[src/rtl/logic_arb_pkg.sv]
// Shared types and helpers for logic_op_arbiter.
// Optional build macro LOGIC_OP_ARB_FIXED_PRIO_EN selects fixed priority instead of round-robin.
package logic_arb_pkg;

  localparam logic [1:0] IDLE = 2'd0;
  localparam logic [1:0] EXEC = 2'd1;
  localparam logic [1:0] RESP = 2'd2;

  typedef enum logic [1:0] {
    StIdle = IDLE,
    StExec = EXEC,
    StResp = RESP
  } state_e;

  // ID width for n requesters; never narrower than one bit.
  function automatic int unsigned calc_idw(input int unsigned n);
    return (n < 2) ? 1 : $clog2(n);
  endfunction

endpackage

[src/rtl/logic_op_arbiter_if.sv]
// Requester/result bus of logic_op_arbiter; master = client side, slave = arbiter side.
interface logic_op_arbiter_if
  import logic_arb_pkg::*;
#(
  parameter int unsigned N_REQ = 4,
  parameter int unsigned DW    = 8,
  parameter int unsigned IDW   = calc_idw(N_REQ)
);

  logic [N_REQ-1:0]    req;
  logic [N_REQ*DW-1:0] a_in;
  logic [N_REQ*DW-1:0] b_in;
  logic [N_REQ-1:0]    gnt;
  logic                res_vld;
  logic [IDW-1:0]      res_id;
  logic [DW-1:0]       res_data;
  logic                busy;

  modport master (
    output req,
    output a_in,
    output b_in,
    input  gnt,
    input  res_vld,
    input  res_id,
    input  res_data,
    input  busy
  );

  modport slave (
    input  req,
    input  a_in,
    input  b_in,
    output gnt,
    output res_vld,
    output res_id,
    output res_data,
    output busy
  );

endinterface

[src/rtl/rr_pick.sv]
// Combinational winner selection: round-robin wrap search from ptr_i, or a plain
// lowest-index priority encoder when LOGIC_OP_ARB_FIXED_PRIO_EN is defined.
module rr_pick
  import logic_arb_pkg::*;
#(
  parameter int unsigned N_REQ = 4,
  parameter int unsigned IDW   = calc_idw(N_REQ)
) (
`ifndef LOGIC_OP_ARB_FIXED_PRIO_EN
  input  logic [IDW-1:0]   ptr_i,
`endif
  input  logic [N_REQ-1:0] req_i,
  output logic [N_REQ-1:0] gnt_o,
  output logic [IDW-1:0]   idx_o
);

  function automatic logic [N_REQ-1:0] first_one(input logic [N_REQ-1:0] v);
    logic [N_REQ-1:0] oh;
    logic             seen;
    oh   = '0;
    seen = 1'b0;
    for (int i = 0; i < N_REQ; i++) begin
      if (v[i] && !seen) begin
        oh[i] = 1'b1;
        seen  = 1'b1;
      end
    end
    return oh;
  endfunction

`ifndef LOGIC_OP_ARB_FIXED_PRIO_EN
  logic [N_REQ-1:0] upper_mask;
  logic [N_REQ-1:0] req_upper;

  // Requests at or above ptr win first; otherwise wrap to the lowest index.
  always_comb begin
    upper_mask = '0;
    for (int i = 0; i < N_REQ; i++) begin
      upper_mask[i] = (i >= int'(ptr_i));
    end
    req_upper = req_i & upper_mask;
    gnt_o     = (|req_upper) ? first_one(req_upper) : first_one(req_i);
  end
`else
  always_comb begin
    gnt_o = first_one(req_i);
  end
`endif

  always_comb begin
    idx_o = '0;
    for (int i = 0; i < N_REQ; i++) begin
      if (gnt_o[i]) idx_o = IDW'(i);
    end
  end

endmodule

[src/rtl/logic_op_arbiter.sv]
// Shares one registered AND unit among N_REQ requesters (IDLE -> EXEC -> RESP).
// LOGIC_OP_ARB_FIXED_PRIO_EN: fixed lowest-index priority, no round-robin pointer.
module logic_op_arbiter
  import logic_arb_pkg::*;
#(
  parameter int unsigned N_REQ = 4,
  parameter int unsigned DW    = 8,
  parameter int unsigned IDW   = calc_idw(N_REQ)
) (
  input logic                clk,
  input logic                rst_n,
  logic_op_arbiter_if.slave  bus_io
);

  state_e           state_q, state_d;
  logic [N_REQ-1:0] gnt_q, gnt_d;
  logic             res_vld_q, res_vld_d;
  logic [DW-1:0]    res_data_q, res_data_d;
  logic [IDW-1:0]   res_id_q, res_id_d;
  logic [DW-1:0]    a_q, a_d;
  logic [DW-1:0]    b_q, b_d;
  logic [IDW-1:0]   id_q, id_d;

  logic [N_REQ-1:0] pick_oh;
  logic [IDW-1:0]   pick_idx;
  logic [DW-1:0]    a_sel, b_sel;

`ifndef LOGIC_OP_ARB_FIXED_PRIO_EN
  logic [IDW-1:0]   ptr_q, ptr_d;
`endif

  rr_pick #(
    .N_REQ (N_REQ),
    .IDW   (IDW)
  ) u_rr_pick (
`ifndef LOGIC_OP_ARB_FIXED_PRIO_EN
    .ptr_i (ptr_q),
`endif
    .req_i (bus_io.req),
    .gnt_o (pick_oh),
    .idx_o (pick_idx)
  );

  always_comb begin
    a_sel = '0;
    b_sel = '0;
    for (int i = 0; i < N_REQ; i++) begin
      if (pick_oh[i]) begin
        a_sel = bus_io.a_in[i*DW +: DW];
        b_sel = bus_io.b_in[i*DW +: DW];
      end
    end
  end

  always_comb begin
    state_d    = state_q;
    gnt_d      = '0;
    res_vld_d  = 1'b0;
    res_data_d = res_data_q;
    res_id_d   = res_id_q;
    a_d        = a_q;
    b_d        = b_q;
    id_d       = id_q;
`ifndef LOGIC_OP_ARB_FIXED_PRIO_EN
    ptr_d      = ptr_q;
`endif

    unique case (state_q)
      StIdle: begin
        if (|bus_io.req) begin
          gnt_d   = pick_oh;
          a_d     = a_sel;
          b_d     = b_sel;
          id_d    = pick_idx;
          state_d = StExec;
        end
      end
      StExec: begin
        res_data_d = a_q & b_q;
        res_id_d   = id_q;
        res_vld_d  = 1'b1;
        state_d    = StResp;
      end
      StResp: begin
`ifndef LOGIC_OP_ARB_FIXED_PRIO_EN
        // Next search starts just past the requester that was served.
        ptr_d   = (id_q == IDW'(N_REQ - 1)) ? '0 : id_q + 1'b1;
`endif
        state_d = StIdle;
      end
      default: begin
        state_d = StIdle;
      end
    endcase
  end

  always_ff @(posedge clk or negedge rst_n) begin
    if (!rst_n) begin
      state_q    <= StIdle;
      gnt_q      <= '0;
      res_vld_q  <= 1'b0;
      res_data_q <= '0;
      res_id_q   <= '0;
      a_q        <= '0;
      b_q        <= '0;
      id_q       <= '0;
    end else begin
      state_q    <= state_d;
      gnt_q      <= gnt_d;
      res_vld_q  <= res_vld_d;
      res_data_q <= res_data_d;
      res_id_q   <= res_id_d;
      a_q        <= a_d;
      b_q        <= b_d;
      id_q       <= id_d;
    end
  end

`ifndef LOGIC_OP_ARB_FIXED_PRIO_EN
  always_ff @(posedge clk or negedge rst_n) begin
    if (!rst_n) begin
      ptr_q <= '0;
    end else begin
      ptr_q <= ptr_d;
    end
  end
`endif

  assign bus_io.gnt      = gnt_q;
  assign bus_io.res_vld  = res_vld_q;
  assign bus_io.res_data = res_data_q;
  assign bus_io.res_id   = res_id_q;
  assign bus_io.busy     = (state_q != StIdle);

endmodule

[src/flat_wrapper.sv]
// flat-port wrapper written by rule: the top's interface ports become plain ports
module logic_op_arbiter_flat import logic_arb_pkg::*;
#(
  parameter int unsigned N_REQ = 4,
  parameter int unsigned DW    = 8,
  parameter int unsigned IDW   = calc_idw(N_REQ)
)
  (clk, rst_n, bus_io_req, bus_io_a_in, bus_io_b_in, bus_io_gnt, bus_io_res_vld, bus_io_res_id, bus_io_res_data, bus_io_busy);
  logic_op_arbiter_if #(.N_REQ(N_REQ), .DW(DW), .IDW(IDW)) bus_io_i ();
  input logic clk;
  input logic rst_n;
  input wire logic [$bits(bus_io_i.req)-1:0] bus_io_req;
  input wire logic [$bits(bus_io_i.a_in)-1:0] bus_io_a_in;
  input wire logic [$bits(bus_io_i.b_in)-1:0] bus_io_b_in;
  output wire logic [$bits(bus_io_i.gnt)-1:0] bus_io_gnt;
  output wire logic [$bits(bus_io_i.res_vld)-1:0] bus_io_res_vld;
  output wire logic [$bits(bus_io_i.res_id)-1:0] bus_io_res_id;
  output wire logic [$bits(bus_io_i.res_data)-1:0] bus_io_res_data;
  output wire logic [$bits(bus_io_i.busy)-1:0] bus_io_busy;
  assign bus_io_i.req = bus_io_req;
  assign bus_io_i.a_in = bus_io_a_in;
  assign bus_io_i.b_in = bus_io_b_in;
  assign bus_io_gnt = bus_io_i.gnt;
  assign bus_io_res_vld = bus_io_i.res_vld;
  assign bus_io_res_id = bus_io_i.res_id;
  assign bus_io_res_data = bus_io_i.res_data;
  assign bus_io_busy = bus_io_i.busy;
  logic_op_arbiter #(.N_REQ(N_REQ), .DW(DW), .IDW(IDW)) u_core (.clk(clk), .rst_n(rst_n), .bus_io(bus_io_i));
endmodule
[config.mk]
export PLATFORM = sky130hd
export DESIGN_NAME = logic_op_arbiter_flat
export DESIGN_NICKNAME = d
export VERILOG_FILES = /design/src/rtl/logic_arb_pkg.sv /design/src/rtl/logic_op_arbiter_if.sv /design/src/rtl/rr_pick.sv /design/src/rtl/logic_op_arbiter.sv /design/src/flat_wrapper.sv
export SDC_FILE = /design/constraint.sdc
export NUM_CORES = 1
export LEC_CHECK = 0
export CAP_MARGIN = 20
export CORE_MARGIN = 3
export CORE_UTILIZATION = 47
export CTS_CLUSTER_DIAMETER = 60
export DETAILED_ROUTE_END_ITERATION = 16
export GPL_ROUTABILITY_DRIVEN = 0
export PLACE_DENSITY = 0.85
export SLEW_MARGIN = 10
export SYNTH_ARGS = -nofsm -noshare
export SYNTH_HDL_FRONTEND = slang
export SYNTH_SLANG_ARGS = --single-unit
export TNS_END_PERCENT = 30
[constraint.sdc]
create_clock -name clk -period 2.4 [get_ports clk]
set_input_delay 0.36 -clock clk [delete_from_list [all_inputs] [get_ports clk]]
set_output_delay 0.36 -clock clk [all_outputs]
set_load 0.02 [all_outputs]
# Word level (Yosys, flattened, before mapping)
# Cells that the tools add are included.
[word_totals]
reg_bits = 37
input_bits = 70
out_inout_bits = 16
elab_cells = 66
[classes]
addsub = 1
n_lt_le_gt_ge = 3
n_eq_ne = 4
n_mux = 30
bitwise = 2
n_reduce_logical = 17
[ops]
columns = ["cell", "n"]
rows = [
  ["$mux W8", 8],
  ["$mux W1", 14],
  ["$mux W4", 3],
  ["$and A8 B8 Y8", 1],
  ["$mux W2", 4],
  ["$reduce_or A4 Y1", 2],
  ["$logic_and A1 B1 Y1", 6],
  ["$logic_not A1 Y1", 6],
  ["$and A4 B4 Y4", 1],
  ["$eq A2 B2 Y1 const B", 2],
  ["$ge A1 B2 Y1 const A", 2],
  ["$pmux W2 S2", 1],
  ["$add A2 B1 Y2 const B", 1],
  ["$eq A2 B1 Y1 const B", 1],
  ["$ge A2 B2 Y1 const A", 1],
  ["$logic_not A2 Y1", 1],
  ["$ne A2 B1 Y1 const B", 1],
  ["$reduce_and A2 Y1", 1],
  ["$reduce_bool A2 Y1", 1],
]

# Longest topological paths before layout
# Gate-level depths: netlist of run 1.
[depth]
ltp_word = 17
mapped_depth = 7
mapped_depth_nobuf = 5

# Modules after synthesis
# Synthesis of run 1 repeated with hierarchy kept, for this count alone.
[hier_totals]
cells_unflattened = 249
area_unflattened_um2 = 2163.3
[modules_own_cells]
columns = ["module", "n_inst", "cells_per_inst", "area_per_inst_um2", "seq_area_each_um2"]
rows = [
  ["logic_op_arbiter", 1, 218, 1939.4, 925.9],
  ["rr_pick", 1, 31, 224.0, 0.0],
]

# Worst setup path before layout of run 1
# OpenSTA, ideal clock, no wires.
[synth_path]
path_kind = "reg2reg"
start = "reg u_core.state_q[0]"
end = "reg u_core.a_q[0]"
setup_time_ns = 0.133
arrival_time_ns = 1.499
t_required_ns = 2.267
path_slack_ns = 0.768
stages_incl_launch_ff = 7
path_buffers = 2
synth_period_minus_slack_ns = 1.632
cell_sequence = "dfrtp_1 > or2_1 > buf_2 > or2_4 > buf_8 > o41ai_1 > a31oi_1"
[synth_between]
elab_chain_cells = 2
[synth_rtl]
columns = ["element", "line", "source"]
rows = [
  ["start: declaration", "logic_op_arbiter.sv:15", "state_e state_q, state_d;"],
  ["start signal: assignment", "logic_op_arbiter.sv:99", "state_q <= StIdle;"],
  ["start signal: assignment", "logic_op_arbiter.sv:108", "state_q <= state_d;"],
  ["$logic_not A2 Y1", "logic_op_arbiter.sv:68", "unique case (state_q)"],
  ["$reduce_and A2 Y1 (no source line)", "--", ""],
  ["end signal: assignment", "logic_op_arbiter.sv:104", "a_q <= '0;"],
  ["end signal: assignment", "logic_op_arbiter.sv:113", "a_q <= a_d;"],
  ["end: declaration", "logic_op_arbiter.sv:20", "logic [DW-1:0] a_q, a_d;"],
]
# Every way passes these cells.
# A chain may end at the register's enable or synchronous reset.

# Worst setup path after layout of run 1
[layout_path]
start = "in bus_io_req[0]"
end = "reg u_core.a_q[2]"
[layout_between]
elab_chain_cells = 13
word_cells_on_any_way = 33
cone_classes = "mux (17); bitwise (1); reduce/logical (15)"
[layout_rtl]
columns = ["element", "line", "source"]
rows = [
  ["start: declaration", "flat_wrapper.sv:12", "input wire logic [$bits(bus_io_i.req)-1:0] bus_io_req;"],
  ["$and A4 B4 Y4", "rr_pick.sv:41", "req_upper = req_i & upper_mask;"],
  ["$mux W1", "rr_pick.sv:23", "if (v[i] && !seen) begin"],
  ["$logic_not A1 Y1", "rr_pick.sv:23", ""],
  ["$logic_and A1 B1 Y1", "rr_pick.sv:23", ""],
  ["$mux W1", "rr_pick.sv:23", ""],
  ["$logic_not A1 Y1", "rr_pick.sv:23", ""],
  ["$logic_and A1 B1 Y1", "rr_pick.sv:23", ""],
  ["$mux W1", "rr_pick.sv:23", ""],
  ["$logic_not A1 Y1", "rr_pick.sv:23", ""],
  ["$logic_and A1 B1 Y1", "rr_pick.sv:23", ""],
  ["$mux W1", "rr_pick.sv:23", ""],
  ["$mux W4", "rr_pick.sv:42", "gnt_o = (|req_upper) ? first_one(req_upper) : first_one(req_i);"],
  ["$mux W8", "logic_op_arbiter.sv:48", "if (pick_oh[i]) begin"],
]
# Several ways; a longest one is shown, not always the timed one.

==> flow_metrics.py, run 1 <==
metrics = {
    "run_status": {
        "status": "finished clean",
    },
    "yosys": {
        "ys_ff_latch": 37,
        "synth.avg_cell_area_um2": 10.5,
        "netlist_area_mm2": 0.00220,
        "async_flop_share_pct": 100,
        "ys_seq_area_share_pct": 42.0,
        "synth_cells": 209,
        "ys.flop_type": "dfrtp_1",
        "ys_warn_count": 0,
        "synth_edf_count": 0,
        "synth_nets": 280,
        "ys_types": 38,
    },
    "floorplanning": {
        "dieWidth_um": 74.5,
        "rows": 24,
        "initial_core_util_pct": 49.6,
        "die_area_mm2": 0.00555,
        "core_mm2": 0.00444,
        "die_h_um": 74.5,
        "ios": 86,
    },
    "worst_setup_path": {
        "critPathArrivalTime_ps": 2140,
        "crit_path_end_kind": "register",
        "cp-start-kind": "primary input",
        "path_class": "primary input to register",
        "crit_required_ps": 2600,
        "path_max_fanout": 16,
    },
    "power_and_ir_drop": {
        "swShare_pct": 42.8,
        "pwr-share-seq_pct": 31.4,
        "p_leak_nw": 1.28,
        "power_frac_comb_pct": 55.7,
        "ir_drop_uv": 497,
        "switching_power_w": 0.00152,
        "p_clk_share_pct": 12.9,
        "p_int_w": 0.00202,
        "power_density_mw_per_mm2": 1130,
    },
    "route": {
        "dr.pass1.iters": 5,
        "drtIter0Drc": 191,
        "via_count": 2121,
        "drt-total-wl_um": 6380,
        "ant_nets": 0,
        "drcViolationCount": 0,
        "wl_per_cell_um": 18.7,
        "via_per_inst": 6.22,
    },
    "clocking": {
        "cts_buffer_depth": 2,
        "cts_root_buf": "clkbuf_8",
        "cts_resized": 0,
        "insertion_delay_ps": 290,
        "cts_inserted_buffers": 5,
        "cts_tree": "done",
        "cts_setup_buffers": 0,
        "cts_sinks": 37,
        "clkTransAtPathRegs_ps": 80,
        "h-tree-depth": 2,
        "ctsHoldBuffers": 0,
    },
    "finish": {
        "final_cell_mix": "clkdlybuf4s50_1, dfrtp_1, nand2_1",
        "drive_gt1_share_pct": 13.1,
        "area_delta_synth_final_pct": 42.2,
        "antennaDiodeCount": 0,
        "layout_commonest_cell": "clkdlybuf4s50_1",
        "nets": 359,
    },
    "sta": {
        "slew_headroom_pct": 46.4,
        "worst_slack_ps": 466,
        "worstMarginPinSlew_ps": 805,
        "skew_ps": 8.02,
        "timing.fmax_mhz": 517,
        "final-hold-violation-count": 0,
        "setup_tns_ps": 0,
        "drv_slew": 0,
        "rsz0062_at_grt": "false",
        "finalCritPeriodShare_pct": 80.6,
        "setup_violations": 0,
        "fin_crit_ps": 1930,
    },
    "placement": {
        "post-dp-hpwl_um": 4680,
        "port_buffers": 85,
        "dp_slack_ps": 192,
    },
    "grt": {
        "grt_start_max_net_pins": 38,
        "grt-ovfl-total": 0,
        "antenna_found_initial": 0,
        "grt_usage_pct": 23.5,
        "grt_first_pass_wirelength_um": 9980,
        "grt_pass1_vias": 2039,
    },
    "min_path": {
        "min_path_type": "primary input to asynchronous set/reset pin",
    },
    "job": {
        "max_cap_violations": 0,
    },
}
synth_stat cells, types with 4 or more instances:
cell type,n,area share [%]
clkbuf_1,7,1.2
o41ai_1,6,2.4
nand2_1,27,4.6
a31oi_1,16,4.5
o21bai_1,16,5.4
a22oi_1,16,5.4
o41ai_2,10,7.4
o21ai_0,9,2.0
buf_6,4,2.0
buf_2,7,1.6
dfrtp_1,37,42
a32oi_1,16,6.4
area by class of cell:
class	count	area [um2]
clock inverters	2	13.8
inverters	4	17.5
well taps	52	65.1
flip-flops and latches	37	926
multi-input cells	147	1120
fillers	330	1310
repair buffers	93	906
clock buffers	6	82.6
through the flow:
step / cell area [um2] / utilization (%) / power [W] / hold WS [ps] / cells
6_report: 3140 / 70.6 / 0.00354 / 153 / 341
5_1_grt: 3140 / 70.6 / 0.00377 / 211 / 341
4_1_cts: 3140 / 70.6 / 0.00353 / 184 / 341
3_5_place_dp: 3040 / 68.4 / 0.00307 / 462 / 333
3_3_place_gp: 3040 / 68.4 / 0.00300 / 458 / 333
2_1_floorplan: 2200 / - / 0.00252 / 64.4 / 209
sequential cells by signal, indices dropped and copies added, names as in the netlist, 2 cells and up:
| name | cells |
|---|---|
| u_core.a_q | 8 |
| u_core.b_q | 8 |
| u_core.bus_io.res_data | 8 |
| u_core.bus_io.gnt | 4 |
| u_core.bus_io.res_id | 2 |
| u_core.id_q | 2 |
| u_core.ptr_q | 2 |
| u_core.state_q | 2 |
routing by layer:
metal / track usage (%) / routed length (um)
met1: 32.2 / 2720
met2: 38.0 / 3110
met3: 4.05 / 436
met4: 7.51 / 113
met5: 0 / 0
logic make-up (layout without fill, tap and decap cells):
family	after synthesis	after routing	synth area share, %
compound gates	103	103	39.8
simple gates	41	41	9.36
mux	1	1	0.511
buf+inv	25	105	6.98
fa+ha+maj	1	1	0.567
xor+xnor	1	1	0.738
flops	37	37	42.0
power by group through the flow:
stage	clock, W	combinational [W]	sequential, W
floorplan	0	0.00138	0.00114
global placement	0	0.00189	0.00111
detailed placement	0	0.00195	0.00112
CTS	0.000458	0.00196	0.00111
global route	0.000484	0.00214	0.00114
finish	0.000456	0.00197	0.00111
worst max-delay path, stage by stage:
cell             delay (ps)
clkdlybuf4s50_1         500
nor2b_1                 220
o21ba_1                 680
o41ai_1                 180
a31oi_1                 200
path summary, 6_finish.rpt:
path,startpoint,endpoint,slack (ps),cells past startpoint
worst max-delay path,bus_io_req[0],u_core.a_q[2]$_DFFE_PN0P_,470,5
worst min-delay path,rst_n,u_core.bus_io.res_data[3]$_DFFE_PN0P_,150,1
worst max register to register,u_core.ptr_q[0]$_DFFE_PN0N_,u_core.a_q[2]$_DFFE_PN0P_,530,4
worst min register to register,u_core.bus_io.res_id[0]$_DFFE_PN0P_,u_core.bus_io.res_id[0]$_DFFE_PN0P_,480,2
max in group asynchronous,rst_n,u_core.bus_io.res_data[5]$_DFFE_PN0P_,1740,1
min in group clk,u_core.bus_io.res_id[0]$_DFFE_PN0P_,u_core.bus_io.res_id[0]$_DFFE_PN0P_,480,2
No activity file was read; power rests on OpenSTA's default activity.
==> run 2, diff against run 1 <==
CORE_UTILIZATION = 40   (was 47)
PLACE_DENSITY = 0.77   (was 0.85)
clock period = 1.75 ns   (was 2.4 ns; I/O delays follow)
==> run 2 against run 1 <==
The run now ends with negative hold slack left. Clock power up 69%. Combinational power up 52%. Via count about the same. Routed wire length up 1.3%. Global-route usage down 2.7 points. Core utilization is 5.7 points lower. Largest cell class unchanged.
==> flow_metrics.py, run 2 (same netlist as run 1, synthesis figures left out) <==
metrics = {
    "run_status": {
        "status": "finished with violations",
        "failed_checks": "negative hold slack",
    },
    "sta": {
        "fin_crit_ps": 1730,
        "slew_headroom_pct": 60.7,
        "rsz0062_at_grt": "true",
        "skew_ps": 7.79,
        "final-hold-violation-count": 21,
        "worstMarginPinSlew_ps": 589,
        "finalCritPeriodShare_pct": 98.7,
        "hold_slack_ps": -7.83,
        "setup_violations": 0,
        "drv_slew": 0,
        "timing.fmax_mhz": 579,
    },
    "power_and_ir_drop": {
        "power_density_mw_per_mm2": 1570,
        "ir_drop_uv": 679,
        "p_clk_share_pct": 14.5,
        "switching_power_w": 0.00217,
        "p_int_w": 0.00314,
        "power_frac_comb_pct": 56.4,
        "pwr-share-seq_pct": 29.1,
        "power_w": 0.00531,
        "swShare_pct": 40.9,
        "p_leak_nw": 1.38,
    },
    "worst_setup_path": {
        "critPathLaunch": "u_core.state_q[0]$_DFFE_PN0P_",
        "path_class": "register to register",
        "critPathArrivalTime_ps": 1890,
        "rr_startpoint": "u_core.state_q[0]$_DFFE_PN0P_",
        "cp-start-kind": "register",
        "crit_required_ps": 1910,
        "r2r_end": "u_core.b_q[4]$_DFFE_PN0P_",
        "crit_path_end_kind": "register",
        "ff2ff_path_depth": 4,
        "path_max_fanout": 20,
        "reg2reg_slack_ps": 20,
        "critPathCapture": "u_core.b_q[4]$_DFFE_PN0P_",
    },
    "route": {
        "top_layer_used": "met4",
        "drtIter0Drc": 149,
        "ant_nets": 0,
        "drcViolationCount": 0,
        "drt-total-wl_um": 6460,
        "wl_met1_um": 2770,
        "via_count": 2122,
        "wl_met2_um": 3170,
        "dr.pass1.iters": 4,
        "wl_per_cell_um": 17.5,
        "met3_length_um": 393,
        "via_per_inst": 5.75,
    },
    "clocking": {
        "cts_setup_buffers": 0,
        "cts_root_buf": "clkbuf_8",
        "clkTransAtPathRegs_ps": 80,
        "h-tree-depth": 2,
        "cts_sinks": 37,
        "insertion_delay_ps": 300,
        "cts_inserted_buffers": 5,
        "cts_tree": "done",
        "cts_buffer_depth": 2,
    },
    "finish": {
        "multiInputGateArea_mm2": 0.00117,
        "seq_area_um2": 928,
        "nets": 369,
        "drive_gt1_share_pct": 18.4,
        "final_cell_mix": "clkdlybuf4s50_1, dfrtp_1, nand2_1",
        "antennaDiodeCount": 0,
        "layout_commonest_cell": "clkdlybuf4s50_1",
        "area_delta_synth_final_pct": 53.1,
        "fillers": 438,
    },
    "floorplanning": {
        "initial_core_util_pct": 42.4,
        "die_area_mm2": 0.00644,
        "dieWidth_um": 80.2,
        "rows": 26,
        "die_h_um": 80.2,
        "ios": 86,
        "core_mm2": 0.00520,
    },
    "grt": {
        "grt_pass1_vias": 2034,
        "grt_first_pass_wirelength_um": 10100,
        "antenna_found_initial": 0,
        "grt-ovfl-total": 0,
        "grt_start_max_net_pins": 38,
        "grt_usage_pct": 20.8,
    },
    "placement": {
        "post-dp-hpwl_um": 4900,
        "port_buffers": 85,
    },
    "min_path": {
        "min_path_type": "primary input to asynchronous set/reset pin",
    },
    "job": {
        "max_cap_violations": 0,
    },
}
==> run 2: changes by cell type in the layout (fill, tap and decap cells not counted), moves of 2 or more <==
| cell | change |
|---|---|
| o41ai_1 | -4 |
| buf_12 | +6 |
| dfrtp_1 | -2 |
| o41ai_2 | +3 |
| dfrtp_2 | +2 |
| buf_4 | +4 |
==> run 2: layout make-up <==
type,count,share of cell area (%)
clock inverter,2,1.11
inverter,4,0.519
sequential,37,27.5
tap,70,2.60
clock buffer,6,2.45
timing repair buffer,103,31.3
multi-input combinational,147,34.6
==> run 2: power by group through the flow <==
stage | Combinational, W | Sequential [W] | Clock [W]
floorplan | 0.00190 | 0.00156 | 0
global placement | 0.00284 | 0.00153 | 0
detailed placement | 0.00290 | 0.00155 | 0
CTS | 0.00292 | 0.00153 | 0.000780
global route | 0.00325 | 0.00158 | 0.000825
finish | 0.00299 | 0.00155 | 0.000770
==> run 2: worst min-delay path by stage <==
stage	end	slack [ps]
floorplan	u_core.a_q[0]$_DFFE_PN0P_	-30
global placement	u_core.bus_io.res_data[6]$_DFFE_PN0P_	330
detailed placement	u_core.bus_io.res_data[7]$_DFFE_PN0P_	330
CTS	u_core.bus_io.res_id[0]$_DFFE_PN0P_	9
global route	u_core.bus_io.res_id[0]$_DFFE_PN0P_	30
finish	u_core.bus_io.res_data[3]$_DFFE_PN0P_	-8
==> run 2: worst max-delay path: stages (launching register included) <==
cell,delay (ps)
dfrtp_1,390
or2_1,290
or2_4,370
o41ai_2,440
a31oi_1,90
==> run 2: metal layers <==
layer / vias to the layer above / track usage (%)
met1: 1017 / 27.9
met4: 0 / 7.26
met3: 12 / 3.70
met5: - / 0
li1: 1000 / -
met2: 93 / 33.7
==> run 2: metrics by stage <==
step	utilization [%]	area, um2	setup slack [ps]	TNS [ps]	std cells
2_1_floorplan	-	2200	118	0	209
3_3_place_gp	61.7	3210	-241	-2650	361
3_5_place_dp	61.7	3210	-270	-3240	361
4_1_cts	64.3	3350	16.4	0	369
5_1_grt	64.8	3370	-40.9	-195	369
6_report	64.8	3370	23.3	0	369
==> run 2: what timing repair did <==
item                                    4_1_cts  5_1_grt
pin swaps                                     0        1
endpoints found under the setup margin        3       16
hold buffers                                  0        0
gates resized for setup                       4        5
==> run 3, diff against run 2 <==
CORE_ASPECT_RATIO = 1.25   (was unset)
==> run 3 against run 2 <==
The run ends with negative setup slack left. Clock skew up 0.75 ps. Non-clock buffer count is 1 higher. Via count increased by 0.42%. Sequential cell count unchanged. Total power decreased by 0.74%. Critical path depth unchanged. Sequential power hardly changed. Routed wire length shrank 2.1%. Clock-buffer cell count did not move. Cell area up 0.33%. Fmax down 1.9%. First-iteration DRC count down 24%. Critical endpoint is now u_core.a_q[1]$_DFFE_PN0P_. Largest cell class unchanged. Largest power group unchanged. Highest routed layer unchanged.
==> flow_metrics.py, run 3 (same netlist as run 1, synthesis figures left out) <==
metrics = {
    "worst_setup_path": {
        "ff2ff_path_depth": 4,
        "reg2reg_slack_ps": -10,
        "rr_startpoint": "u_core.state_q[0]$_DFFE_PN0P_",
        "worst-path-buf-inv": 0,
        "r2r_end": "u_core.a_q[1]$_DFFE_PN0P_",
        "crit_chain": "or2_1 -> or2_4 -> o41ai_1 -> a31oi_1",
        "path_max_fanout": 20,
        "path_class": "register to register",
        "crit_path_end_kind": "register",
        "crit_required_ps": 1910,
        "max_stage_delay_ps": 460,
        "cp-start-kind": "register",
        "crit_family": "simple AND/OR/NAND/NOR gates",
        "cp_slowest_cell": "o41ai_1",
        "critPathArrivalTime_ps": 1920,
    },
    "min_path": {
        "min_path_type": "primary input to asynchronous set/reset pin",
    },
    "sta": {
        "drv_slew": 0,
        "fin_crit_ps": 1760,
        "worstMarginPinSlew_ps": 450,
        "timing.fmax_mhz": 568,
        "skew_ps": 8.54,
        "slew_headroom_pct": 70.0,
        "rsz0062_at_grt": "true",
        "final-hold-violation-count": 0,
        "worst_slack_ps": -9.78,
        "hold_slack_ps": 444,
        "finalCritPeriodShare_pct": 101,
        "setup_tns_ps": -9.78,
        "setup_violations": 1,
    },
    "finish": {
        "layout_commonest_cell": "clkdlybuf4s50_1",
        "utilization_pct": 65.3,
        "nets": 370,
        "drive_gt1_share_pct": 17.3,
        "antennaDiodeCount": 0,
        "area_delta_synth_final_pct": 53.6,
        "stdcell_area_mm2": 0.00339,
        "fin_cells": 362,
        "final_cell_mix": "clkdlybuf4s50_1, dfrtp_1, nand2_1",
    },
    "clocking": {
        "cts_root_buf": "clkbuf_8",
        "cts_inserted_buffers": 5,
        "cts_sinks": 37,
        "insertion_delay_ps": 290,
        "cts_buffer_depth": 2,
        "clkTransAtPathRegs_ps": 80,
        "cts_tree": "done",
        "h-tree-depth": 2,
        "cts_setup_buffers": 0,
    },
    "grt": {
        "grt_start_max_net_pins": 22,
        "grt-ovfl-total": 0,
        "grt_pass1_vias": 2104,
        "grt_first_pass_wirelength_um": 9980,
        "grt_usage_pct": 20.0,
        "antenna_found_initial": 0,
    },
    "floorplanning": {
        "die_area_mm2": 0.00644,
        "dieWidth_um": 72.4,
        "ios": 86,
        "die_h_um": 89.0,
        "core_mm2": 0.00519,
        "initial_core_util_pct": 42.5,
        "rows": 29,
    },
    "route": {
        "drtIter0Drc": 113,
        "via_count": 2131,
        "drcViolationCount": 0,
        "drt-total-wl_um": 6330,
        "dr.pass1.iters": 4,
        "wl_per_cell_um": 17.5,
        "ant_nets": 0,
        "via_per_inst": 5.89,
    },
    "power_and_ir_drop": {
        "p_leak_nw": 1.39,
        "ir_drop_uv": 704,
        "power_density_mw_per_mm2": 1560,
    },
    "placement": {
        "post-dp-hpwl_um": 4780,
        "port_buffers": 85,
        "place_inst": 353,
        "placed_cell_area_mm2": 0.00323,
    },
    "run_status": {
        "status": "finished with violations",
        "failed_checks": "negative setup slack",
    },
    "job": {
        "max_cap_violations": 0,
    },
}
[run 3: worst reg2reg max path, stage by stage, from the launching register on]
cell and delay [ps]:
dfrtp_1 390, or2_1 310, or2_4 400, o41ai_1 460, a31oi_1 80
[run 3: per-stage QoR]
stage	worst slack (ps)	total power (W)
after detailed placement	-207	0.00444
after floorplan	118	0.00346
after global routing	-117	0.00564
after CTS	8.24	0.00525
after global placement	-172	0.00438
final	-9.78	0.00527
[run 3: layout make-up]
cell class,count,area [um2]
clock buffer,6,82.6
clock inverter,2,37.5
fill,404,1800
inverter,4,17.5
multi-input combinational,147,1150
sequential,37,926
tap,62,77.6
timing repair buffer,104,1090
[run 3: metal layers]
layer / share of wire [%] / track usage (%) / up-vias
li1: - / - / 997
met1: 41 / 24.6 / 1042
met2: 51 / 33.8 / 81
met3: 5.9 / 4.16 / 11
met4: 2.5 / 9.06 / 0
met5: 0 / 0 / -
[run 3: what timing repair did]
| item | 4_1_cts | 5_1_grt |
|---|---|---|
| setup endpoints to repair | 3 | 9 |
| gates resized for setup | 3 | 2 |
| hold buffers | 1 | 0 |
| endpoints found under the hold margin | 17 | 0 |
[run 3: worst max-delay path by stage]
stage	startpoint	end	slack, ps	cells after the start
after global placement	bus_io_req[2]	u_core.a_q[2]$_DFFE_PN0P_	-170	5
final	u_core.state_q[0]$_DFFE_PN0P_	u_core.a_q[1]$_DFFE_PN0P_	-10	4
after detailed placement	bus_io_req[0]	u_core.a_q[3]$_DFFE_PN0P_	-210	6
after CTS	u_core.state_q[0]$_DFFE_PN0P_	bus_io_busy	8	3
after global routing	bus_io_req[2]	u_core.id_q[0]$_DFFE_PN0P_	-120	6
after floorplan	u_core.state_q[0]$_DFFE_PN0P_	u_core.a_q[0]$_DFFE_PN0P_	120	6
[run 3: power breakdown]
group          leakage, nW  switching (W)  internal (W)  total (W)
combinational        0.884        0.00155       0.00143    0.00298
sequential           0.452       0.000279       0.00125    0.00153
clock               0.0574       0.000300      0.000463   0.000763
total                 1.39        0.00213       0.00315    0.00527
